**config.mk**
```make
export PLATFORM = sky130hd
export DESIGN_NAME = fp16_accum_seq
export DESIGN_NICKNAME = d
export VERILOG_FILES = /design/src/rtl/fp16_accum_seq.sv
export SDC_FILE = /design/constraint.sdc
export NUM_CORES = 1
export LEC_CHECK = 0
export ABC_AREA = 1
export CELL_PAD_IN_SITES_DETAIL_PLACEMENT = 2
export CELL_PAD_IN_SITES_GLOBAL_PLACEMENT = 2
export CORE_ASPECT_RATIO = 1.2
export CORE_MARGIN = 5
export CORE_UTILIZATION = 21
export CTS_CLUSTER_DIAMETER = 80
export CTS_CLUSTER_SIZE = 14
export DETAILED_ROUTE_END_ITERATION = 7
export GPL_TIMING_DRIVEN = 1
export PLACE_DENSITY_LB_ADDON = 0.1
export SLEW_MARGIN = 20
export SYNTH_ARGS = -nofsm -noshare
export SYNTH_HDL_FRONTEND = slang
export SYNTH_SLANG_ARGS = --single-unit
```
**constraint.sdc**
```tcl
create_clock -name clk -period 1.26 [get_ports clk]
set_input_delay 0.315 -clock clk [delete_from_list [all_inputs] [get_ports clk]]
set_output_delay 0.315 -clock clk [all_outputs]
set_load 0.01 [all_outputs]
```
**src/rtl/fp16_accum_seq.sv**
```systemverilog
// fp16_accum_seq: reduces a programmed-length stream of fp16 values into one
// signed sum by driving an external pipelined fp16 adder as acc +/- x and
// capturing its result after a fixed latency. No fp arithmetic happens here.
module fp16_accum_seq #(
  parameter int ADD_LAT = 2,
  parameter int LEN_W   = 8
) (
  input  logic             clk,
  input  logic             rst,
  input  logic             start_i,
  input  logic [LEN_W-1:0] len_i,
  input  logic             in_valid_i,
  output logic             in_ready_o,
  input  logic [15:0]      in_data_i,
  input  logic             in_sub_i,
  output logic [15:0]      add_op_a_o,
  output logic [15:0]      add_op_b_o,
  output logic             add_mode_o,
  input  logic [15:0]      add_res_i,
  output logic             busy_o,
  output logic             out_valid_o,
  output logic [15:0]      out_data_o,
  input  logic             out_ready_i
);

  localparam int WCNT_W = (ADD_LAT < 1) ? 1 : $clog2(ADD_LAT + 1);

  typedef enum logic [1:0] {
    S_IDLE   = 2'd0,
    S_ACCEPT = 2'd1,
    S_WAIT   = 2'd2,
    S_DONE   = 2'd3
  } state_t;

  state_t              state_q, state_d;
  logic [15:0]         acc_q;
  logic [LEN_W-1:0]    rem_q;
  logic [WCNT_W-1:0]   wcnt_q;

  logic start_fire;
  logic in_fire;
  logic capture;
  logic last_elem;

  assign start_fire = (state_q == S_IDLE) && start_i;
  assign in_fire    = (state_q == S_ACCEPT) && in_valid_i;
  assign capture    = (state_q == S_WAIT) && (wcnt_q == '0);
  assign last_elem  = (rem_q == LEN_W'(1));

  assign in_ready_o  = (state_q == S_ACCEPT);
  assign busy_o      = (state_q != S_IDLE);
  assign out_valid_o = (state_q == S_DONE);
  // acc only changes on a capture in WAIT, so it is stable throughout DONE.
  assign out_data_o  = acc_q;

  // Next-state logic for the IDLE -> ACCEPT <-> WAIT -> DONE sequence.
  always_comb begin
    // NOTE: default assignment first so every path drives state_d and no latch is inferred.
    state_d = state_q;
    unique case (state_q)
      S_IDLE:   if (start_i)     state_d = (len_i == '0) ? S_DONE : S_ACCEPT;
      S_ACCEPT: if (in_valid_i)  state_d = S_WAIT;
      S_WAIT:   if (capture)     state_d = last_elem ? S_DONE : S_ACCEPT;
      S_DONE:   if (out_ready_i) state_d = S_IDLE;
      default:                   state_d = S_IDLE;
    endcase
  end

  // State register.
  always_ff @(posedge clk) begin
    // NOTE: non-blocking assignments for all sequential state so every flop samples pre-edge values.
    if (rst) state_q <= S_IDLE;
    else     state_q <= state_d;
  end

  // Accumulator, element counter, latency counter and registered adder operands.
  always_ff @(posedge clk) begin
    if (rst) begin
      acc_q      <= '0;
      rem_q      <= '0;
      wcnt_q     <= '0;
      add_op_a_o <= '0;
      add_op_b_o <= '0;
      add_mode_o <= 1'b0;
    end else begin
      if (start_fire) begin
        acc_q <= 16'h0000;
        rem_q <= len_i;
      end
      // Operands are held outside the handshake: the adder samples every cycle.
      if (in_fire) begin
        add_op_a_o <= acc_q;
        add_op_b_o <= in_data_i;
        add_mode_o <= in_sub_i;
        wcnt_q     <= WCNT_W'(ADD_LAT);
      end
      if (state_q == S_WAIT) begin
        if (capture) begin
          acc_q <= add_res_i;
          rem_q <= rem_q - LEN_W'(1);
        end else begin
          wcnt_q <= wcnt_q - WCNT_W'(1);
        end
      end
    end
  end

endmodule
```
Yosys cells after proc, flatten, opt, wreduce, memory -nomap -nowiden
Cells that the tools add are included.
W data, S select, Z words.
Word-level totals
  register bits: 61
  input port bits: 46
  word-level logic and storage cells: 41
  output and inout port bits: 52
Cells by class
  reduce and logical (&&, ||, !) cells: 8
  muxes and demuxes: 16
  eq/ne operators: 8
  add/sub/neg operators: 2
Operator list (count)
  $mux W16: 3
  $mux W8: 3
  $mux W2: 9
  $eq A8 B1 Y1 const B: 1
  $logic_not A8 Y1: 1
  $pmux W2 S4: 1
  $sub A8 B1 Y8 const B: 1
  $ne A2 B2 Y1 const B: 3
  $eq A2 B2 Y1 const B: 2
  $logic_not A2 Y1: 2
  $reduce_and A4 Y1: 1
  $logic_and A1 B1 Y1: 3
  $eq A2 B1 Y1 const B: 1
  $ne A2 B1 Y1 const B: 1
  $reduce_bool A2 Y1: 1
  $sub A2 B1 Y2 const B: 1

Logic depth before layout (Yosys ltp)
Gate-level depths: netlist of the first run.
  depth after elaboration: 5
  depth in mapped cells: 9
  depth with buffers taken out: 9

Worst setup path before layout of the first run
Ideal clock, no wire load.
  kind: flip-flop to flip-flop
  start point: register state_q[1]
  end point: register rem_q[0]
  clock period less this slack: 1224 ps
  arrival: 1110 ps
  path slack: 36 ps
  required time: 1146 ps
  stages on the path, launching flop included: 9
  path through: dfxtp_1 > buf_6 > nor2_2 > nand2_2 > buf_2 > nand2_1 > o21ai_0 > o21bai_1 > inv_1
Between the ends
  cells in the longest elaborated chain, start to end: 5
  elaborated cells on any way between the ends: 7
Ends and longest elaborated chain
  start, declared: RTL line 35  | state_t state_q, state_d;
  start signal, assigned: RTL line 73  | else state_q <= state_d;
  $logic_not A2 Y1: RTL line 45  | assign start_fire = (state_q == S_IDLE) && start_i;
  $logic_and A1 B1 Y1: RTL line 45
  $mux W8: RTL line 86  | if (start_fire) begin
  $mux W8: RTL line 98  | if (capture) begin
  $mux W8 *: RTL line 97  | if (state_q == S_WAIT) begin
  end signal, assigned: RTL line 88  | rem_q <= len_i;
  end signal, assigned: RTL line 100  | rem_q <= rem_q - LEN_W'(1);
  end, declared: RTL line 37  | logic [LEN_W-1:0] rem_q;
Every way passes the cells marked *; elsewhere a longest branch is shown, timed or not.
A chain may end at the register's enable or synchronous reset.

Worst setup path after layout of the first run
  start point: register state_q[1]
  end point: output in_ready_o
Between the ends
  cells in the longest elaborated chain, start to end: 1
Ends and longest elaborated chain
  $eq A2 B1 Y1: RTL line 50  | assign in_ready_o = (state_q == S_ACCEPT);
  end, declared: RTL line 13  | output logic in_ready_o,
Every way passes these cells.

==> impl_results.md, run 1 <==
- Width of the die: 112 µm
- Die footprint: 14,900 µm²
- Gpl congestion: 0.752
- DP Area: 4090 µm²
- RR Endpoint: add_op_a_o[0]
- Via count: 2,976
- Global router's overall resource usage: 0.143
- Synth Register Bits: 61
- Final non-filler cell total: 668
- Synthesis-to-layout area growth: 75.1%
- CP endpoint: in_ready_o
- Startpoint Class: flip-flop
- Fill cells: 1,457
- Final Hold Viols: 0
- CP required: 0.94 ns
- Clk buf depth: 2
- Nets@finish: 549
- Post-synth top area share: 0.462
- Initial antenna violation count: 0
- Final Cell Area: 4630 µm²
- Worst Setup End Kind: primary output
- Remaining DRCs: 0
- Number of slew-limit violations in the final report: 0
- Worst path cell trace: buf_12, nor2_8, buf_6
- Synth unique cells: 25
- Height of the chip: 133 µm
- # rows: 45
- Max Cap Violations: 0
- Total Wirelength: 10,900 µm
- Worst Skew: 0.00611 ns
- RSZ-0062 raised after global routing: yes
- Crit Path Class: flip-flop to primary output
- Worst path depth: 3
- CORE AREA: 12,500 µm²
- DP HPWL: 8020 µm
- Worst skew pair latency: 0.33 ns
- Warning count from the yosys run: 0
- 1st-iter DRT viols: 79
- Top delay family on crit path: flip-flops
- Most frequent cells in the layout: 72 x nand2_1, 48 x dfxtp_1, 42 x clkdlybuf4s50_1
- Critical Path Source: state_q[1]
- Relative slew slack: 0.716
- Port bufs: 97
- Worst slew pin tran: 0.427 ns
- Top cells by area, synth: dfxtp_1 46%, nand2_1 11%, a21oi_1 10%, nand3_1 8.3%, nor2_1 5.5%
- First-pass GRT wire length: 16,800 µm
- Slack of the critical path: -0.117 ns
- Reg2reg path depth: 7
- R2r startpoint: state_q[1]
- CTS tree: done
- Sequential share of the synthesized area: 0.462
- ANT nets after route: 0
- Largest net degree at the start of global routing: 29
- R2R setup slack: -0.08 ns
- Mapped Cells: 369
- Clock period minus worst slack: 1.38 ns
- Maximum vdd ir drop: 0.541 mV
- Drt via density: 4.46
- Status: finished, violations left
- Setup violations, final: 46
- Wire length per cell: 16.4 µm
- Clock-pin slew on the worst setup and hold paths: 0.05 ns
- Root buffer cell: clkbuf_16
- Ports: 98
- Vias in the first global route: 3,325
- Max FO, Critical Path: 5
- Hold/Removal Path Class: input pin to flip-flop
- Slowest CP cell: dfxtp_4
- P_leak: 1.89 nW
- Crit path arrival time: 1.06 ns
- Worst path buffer plus inverter count: 2
- Starting Density: 0.211
- P per Cell Area: 1780 nW/µm²
- Synth Cell Area: 2640 µm²
- Syn Nets: 418
- # placed instances: 650
- Max Freq: 726 MHz
- Most common cell after layout, fill and taps aside: nand2_1
- Avg Cell Area, Syn: 7.16 µm²
- Max incr delay on CP: 0.37 ns
- Final cycle utilization of the critical path: 1.09
- N_diodes: 0
- Router iterations before antenna repair: 4
- Clock buffer count from CTS: 9
- Violated checks: negative setup slack
- Cell type with the largest total area after synthesis: dfxtp_1
- Total clock sinks: 61
- Layout cells sized above 1: 0.292
- H-Tree Level Count: 3
- Grt total ovfl: 0
## cells by family after synthesis
logic type	count (synthesis)	synth area share
compound gates	85	0.164
fa+ha+maj	3	0.0142
buf+inv	49	0.0791
simple gates	170	0.277
xor+xnor	1	0.00331
flops	61	0.462
## worst min-delay path, delay by kind of cell
family                 cells  cell delay [ns]
AO/OA/AOI/OAI              1             0.04
buffers and inverters      2             0.32
## Yosys cell counts
cell / instances
nand2_1: 78
dfxtp_1: 61
a21oi_1: 54
nand3_1: 44
nor2_1: 39
o21ai_0: 26
inv_1: 24
buf_2: 11
clkbuf_1: 10
ha_1: 3
inv_2: 2
nand2_2: 2
nor2_2: 2
o21bai_1: 2
a211oi_1: 1
a31oi_1: 1
buf_4: 1
buf_6: 1
nand3_2: 1
nand4_1: 1
nor2_8: 1
nor3_1: 1
o21ai_1: 1
or2_2: 1
xnor2_1: 1
## routing by layer
layer  GRT usage  part of all wire  vias up
li1            -                 -     1475
met3      0.0306             0.029       11
met5           0                 0        -
met4      0.0521             0.013        0
met1       0.159              0.43     1429
met2       0.263              0.52       61
## what timing repair did
item / CTS / global route
setup buffers: 0 / 2
pin swaps: 1 / 15
hold buffers: 0 / 0
cloned: 0 / 1
gates resized for setup: 133 / 97
endpoints found under the setup margin: 113 / 97
## through the flow
| step | hold slack (ns) | setup WS (ns) | utilization | power, mW | TNS, ns |
|---|---|---|---|---|---|
| final | 0.400 | -0.117 | 0.370 | 8.23 | -2.49 |
| after global routing | 0.421 | -0.150 | 0.370 | 8.75 | -6.40 |
| after CTS | 0.410 | -0.180 | 0.355 | 7.93 | -5.65 |
| after detailed placement | 0.454 | -0.435 | 0.327 | 5.33 | -18.98 |
| after global placement | 0.447 | -0.333 | 0.327 | 5.25 | -17.12 |
| after floorplan | 0.441 | 0.0360 | - | 3.82 | 0 |
## worst min-delay path by stage
| stage | start | to | slack, ns | cells past startpoint |
|---|---|---|---|---|
| floorplan | wcnt_q[1] | wcnt_q[1] | 0.44 | 2 |
| global placement | add_op_b_o[8] | add_op_b_o[8] | 0.45 | 2 |
| detailed placement | add_op_b_o[2] | add_op_b_o[2] | 0.45 | 2 |
| CTS | rst | add_op_a_o[6] | 0.41 | 3 |
| global route | rst | state_q[0] | 0.42 | 3 |
| finish | rst | state_q[0] | 0.40 | 3 |
## state kept, by name (all words and copies together) (netlist names)
signal and cells:
rem_q 8, wcnt_q 2, add_op_a_o 16, out_data_o 16, add_mode_o 1, add_op_b_o 16, state_q 2
## final cells by class
class                           instances  area, µm²  area share
Timing Repair Buffer                  142       1380       0.298
Multi-Input combinational cell        260       1390       0.300
Tap cell                              164        205      0.0443
Clock buffer                           11        253      0.0546
Sequential cell                        61       1240       0.269
Inverter                               26        108      0.0233
Clock inverter                          4       47.5      0.0103
## where the power goes
| part | switching, mW | leakage, nW | internal, mW |
|---|---|---|---|
| clock | 0.887 | 0.147 | 1.62 |
| combinational | 1.71 | 1.24 | 1.53 |
| sequential | 0.254 | 0.503 | 2.24 |
| total | 2.85 | 1.89 | 5.39 |
(Power assumes the default switching activity.)
==> inputs of run 2 (changes only) <==
--- a/config.mk
+++ b/config.mk
@@ -9,7 +9,7 @@
 export CELL_PAD_IN_SITES_DETAIL_PLACEMENT = 2
 export CELL_PAD_IN_SITES_GLOBAL_PLACEMENT = 2
 export CORE_ASPECT_RATIO = 1.2
-export CORE_MARGIN = 5
+export CORE_MARGIN = 2
 export CORE_UTILIZATION = 21
 export CTS_CLUSTER_DIAMETER = 80
 export CTS_CLUSTER_SIZE = 14
==> run 2 against run 1 <==
  * The flow still finishes with violations (negative setup slack)
  * Die area decreased by 9.6%
  * Final cell count up 3.0%
  * Core utilization grew 8.0 points
  * Critical path depth up 6
  * Global-route usage increased by 4.0 points
  * Clock power hardly changed
  * Combinational power is 44% higher
  * Fmax down 6.5%
  * Design area grew 18%
  * Sequential share of layout area decreased by 3.9 points
  * First-iteration DRC count fell by 10%
  * Count of clock-buffer cells in the layout is 1 lower
==> impl_results.md, run 2 (synthesis gave the netlist of run 1 again) <==
- Status: finished, violations left (unchanged)
- Violated checks: negative setup slack (unchanged)
- Die footprint: 13,500 µm² (was 14,900 µm²)
- Total clock sinks: 61 (unchanged)
- Flip-flop and latch area: 1260 µm² (was 1240 µm²)
- Gpl congestion: 0.753 (was 0.752)
- Final Hold Viols: 0 (unchanged)
- Slack of the critical path: -0.213 ns (was -0.117 ns)
- Count of hold-fix buffers inserted at cts: 0 (unchanged)
- Clock buffer count from CTS: 9 (unchanged)
- Setup violations, final: 64 (was 46)
- P_leak: 2.20 nW (was 1.89 nW)
- Ports: 98 (unchanged)
- Crit Path Class: flip-flop to flip-flop (was flip-flop to primary output)
- Clock-pin slew on the worst setup and hold paths: 0.06 ns (was 0.05 ns)
- Max Cap Violations: 0 (unchanged)
- 1st-iter DRT viols: 71 (was 79)
- P per Cell Area: 1780 nW/µm² (about the same)
- CP required: 1.48 ns (was 0.94 ns)
- Vias in the first global route: 3,447 (was 3,325)
- Most common cell after layout, fill and taps aside: a21oi_2 (was nand2_1)
- Multi-input logic area: 1970 µm² (was 1390 µm²)
- Reg2reg path depth: 9 (was 7)
- Nets@finish: 573 (was 549)
- Final non-filler cell total: 688 (was 668)
- Logic pwr share: 0.480 (was 0.393)
- Router iterations before antenna repair: 4 (unchanged)
- Clk buf depth: 2 (unchanged)
- Layout cells sized above 1: 0.571 (was 0.292)
- Total Wirelength: 13,700 µm (was 10,900 µm)
- H-Tree Level Count: 3 (unchanged)
- Port bufs: 97 (unchanged)
- Maximum vdd ir drop: 0.697 mV (was 0.541 mV)
- Int Power: 6.07 mW (was 5.39 mW)
- RSZ-0062 raised after global routing: yes (unchanged)
- Number of slew-limit violations in the final report: 0 (unchanged)
- Remaining DRCs: 0 (unchanged)
- DP HPWL: 7770 µm (was 8020 µm)
- Worst slew pin tran: 0.428 ns (was 0.427 ns)
- First-pass GRT wire length: 18,900 µm (was 16,800 µm)
- # placed instances: 644 (was 650)
- Fill cells: 1,303 (was 1,457)
- Relative slew slack: 0.714 (was 0.716)
- Worst Skew: 0.0104 ns (was 0.00611 ns)
- Most frequent cells in the layout: 45 x a21oi_2, 41 x dfxtp_1, 41 x clkdlybuf4s50_1 (was 72 x nand2_1, 48 x dfxtp_1, 42 x clkdlybuf4s50_1)
- Initial antenna violation count: 0 (unchanged)
- Height of the chip: 127 µm (was 133 µm)
- Clock period minus worst slack: 1.47 ns (was 1.38 ns)
- Global router's overall resource usage: 0.183 (was 0.143)
- Sw power: 3.69 mW (was 2.85 mW)
- ANT nets after route: 0 (unchanged)
- Final setup TNS: -3.99 ns (was -2.49 ns)
- Startpoint Class: flip-flop (unchanged)
- Width of the die: 106 µm (was 112 µm)
- Starting Density: 0.217 (was 0.211)
- Seq pwr share: 0.263 (was 0.303)
- CORE AREA: 12,200 µm² (was 12,500 µm²)
- Clock network power share: 0.258 (was 0.304)
- N_diodes: 0 (unchanged)
- Max Freq: 679 MHz (was 726 MHz)
- Utilization after layout: 0.450 (was 0.370)
- Max FO, Critical Path: 6 (was 5)
- Grt total ovfl: 0 (unchanged)
- Final cycle utilization of the critical path: 1.17 (was 1.09)
- Worst Setup End Kind: flip-flop (was primary output)
- Sw frac: 0.378 (was 0.346)
- Largest net degree at the start of global routing: 19 (was 29)
- Root buffer cell: clkbuf_16 (unchanged)
- Worst skew pair latency: 0.33 ns (about the same)
- Via count: 3,215 (was 2,976)
- CTS tree: done (unchanged)
- Synthesis-to-layout area growth: 107% (was 75.1%)
- # rows: 44 (was 45)
- Hold/Removal Path Class: input pin to flip-flop (unchanged)
- Worst Hold Path Cells: 3 (unchanged)
- Dpl ws: -0.437 ns (was -0.435 ns)
- Wire length per cell: 19.8 µm (was 16.4 µm)
- Crit path arrival time: 1.69 ns (was 1.06 ns)
- Drt via density: 4.67 (was 4.46)
- Pwr Total: 9.76 mW (was 8.23 mW)
[run 2: changes by cell type in the layout (fill, tap and decap cells not counted), sizes merged]
cell	delta
clkinv	-1
clkbuf	+19
dlygate4sd2	+1
clkdlybuf4s15	-20
dlymetal6s2s	-1
buf	+25
clkdlybuf4s50	-1
clkinvlp	+1
[run 2: per-layer routing]
layer | GRT usage | vias up | routed length (µm)
met5 | 0 | - | 0
met4 | 0.0759 | 0 | 297
met3 | 0.0267 | 21 | 420
met2 | 0.341 | 72 | 7590
met1 | 0.205 | 1597 | 5350
li1 | - | 1525 | -
[run 2: per-stage QoR]
step | hold slack, ns | instance area [µm²]
floorplan | 0.441 | 2640
global placement | 0.446 | 4070
detailed placement | 0.453 | 4070
global route | 0.438 | 5480
finish | 0.421 | 5480
CTS | 0.401 | 4910
[run 2: power by group through the flow]
stage               clock, mW  combinational [mW]  sequential [mW]
global placement            0                2.78             2.47
CTS                      2.52                3.85             2.49
finish                   2.51                4.68             2.56
floorplan                   0                1.31             2.51
detailed placement          0                2.85             2.48
global route             2.68                5.05             2.60
[run 2: worst paths after layout]
path | from | endpoint | slack, ns
hold / removal | rst | add_op_b_o[12] | 0.42
setup reg to reg | state_q[0] | rem_q[1] | -0.21
hold reg to reg | add_op_b_o[2] | add_op_b_o[2] | 0.46
setup / recovery | state_q[0] | rem_q[1] | -0.21
[run 2: area by class of cell]
type,count,share of cell area
sequential,61,0.230
clock buffer,10,0.0436
tap,161,0.0368
clock inverter,4,0.00913
inverter,26,0.0215
multi-input combinational,260,0.360
timing repair buffer,166,0.299
[run 2: critical path, cell delays in order (launching register included)]
cell and delay (ns):
dfxtp_4 0.39, inv_6 0.05, buf_6 0.12, nand3_4 0.11, buf_12 0.13, inv_12 0.04, buf_12 0.12, buf_16 0.13
o21bai_1 0.18, inv_1 0.08
[run 2: what timing repair did]
item	CTS	global route
setup endpoints to repair	113	96
buffers inserted	20	7
resized for setup	220	228
gates cloned	5	2
pin swaps	23	36
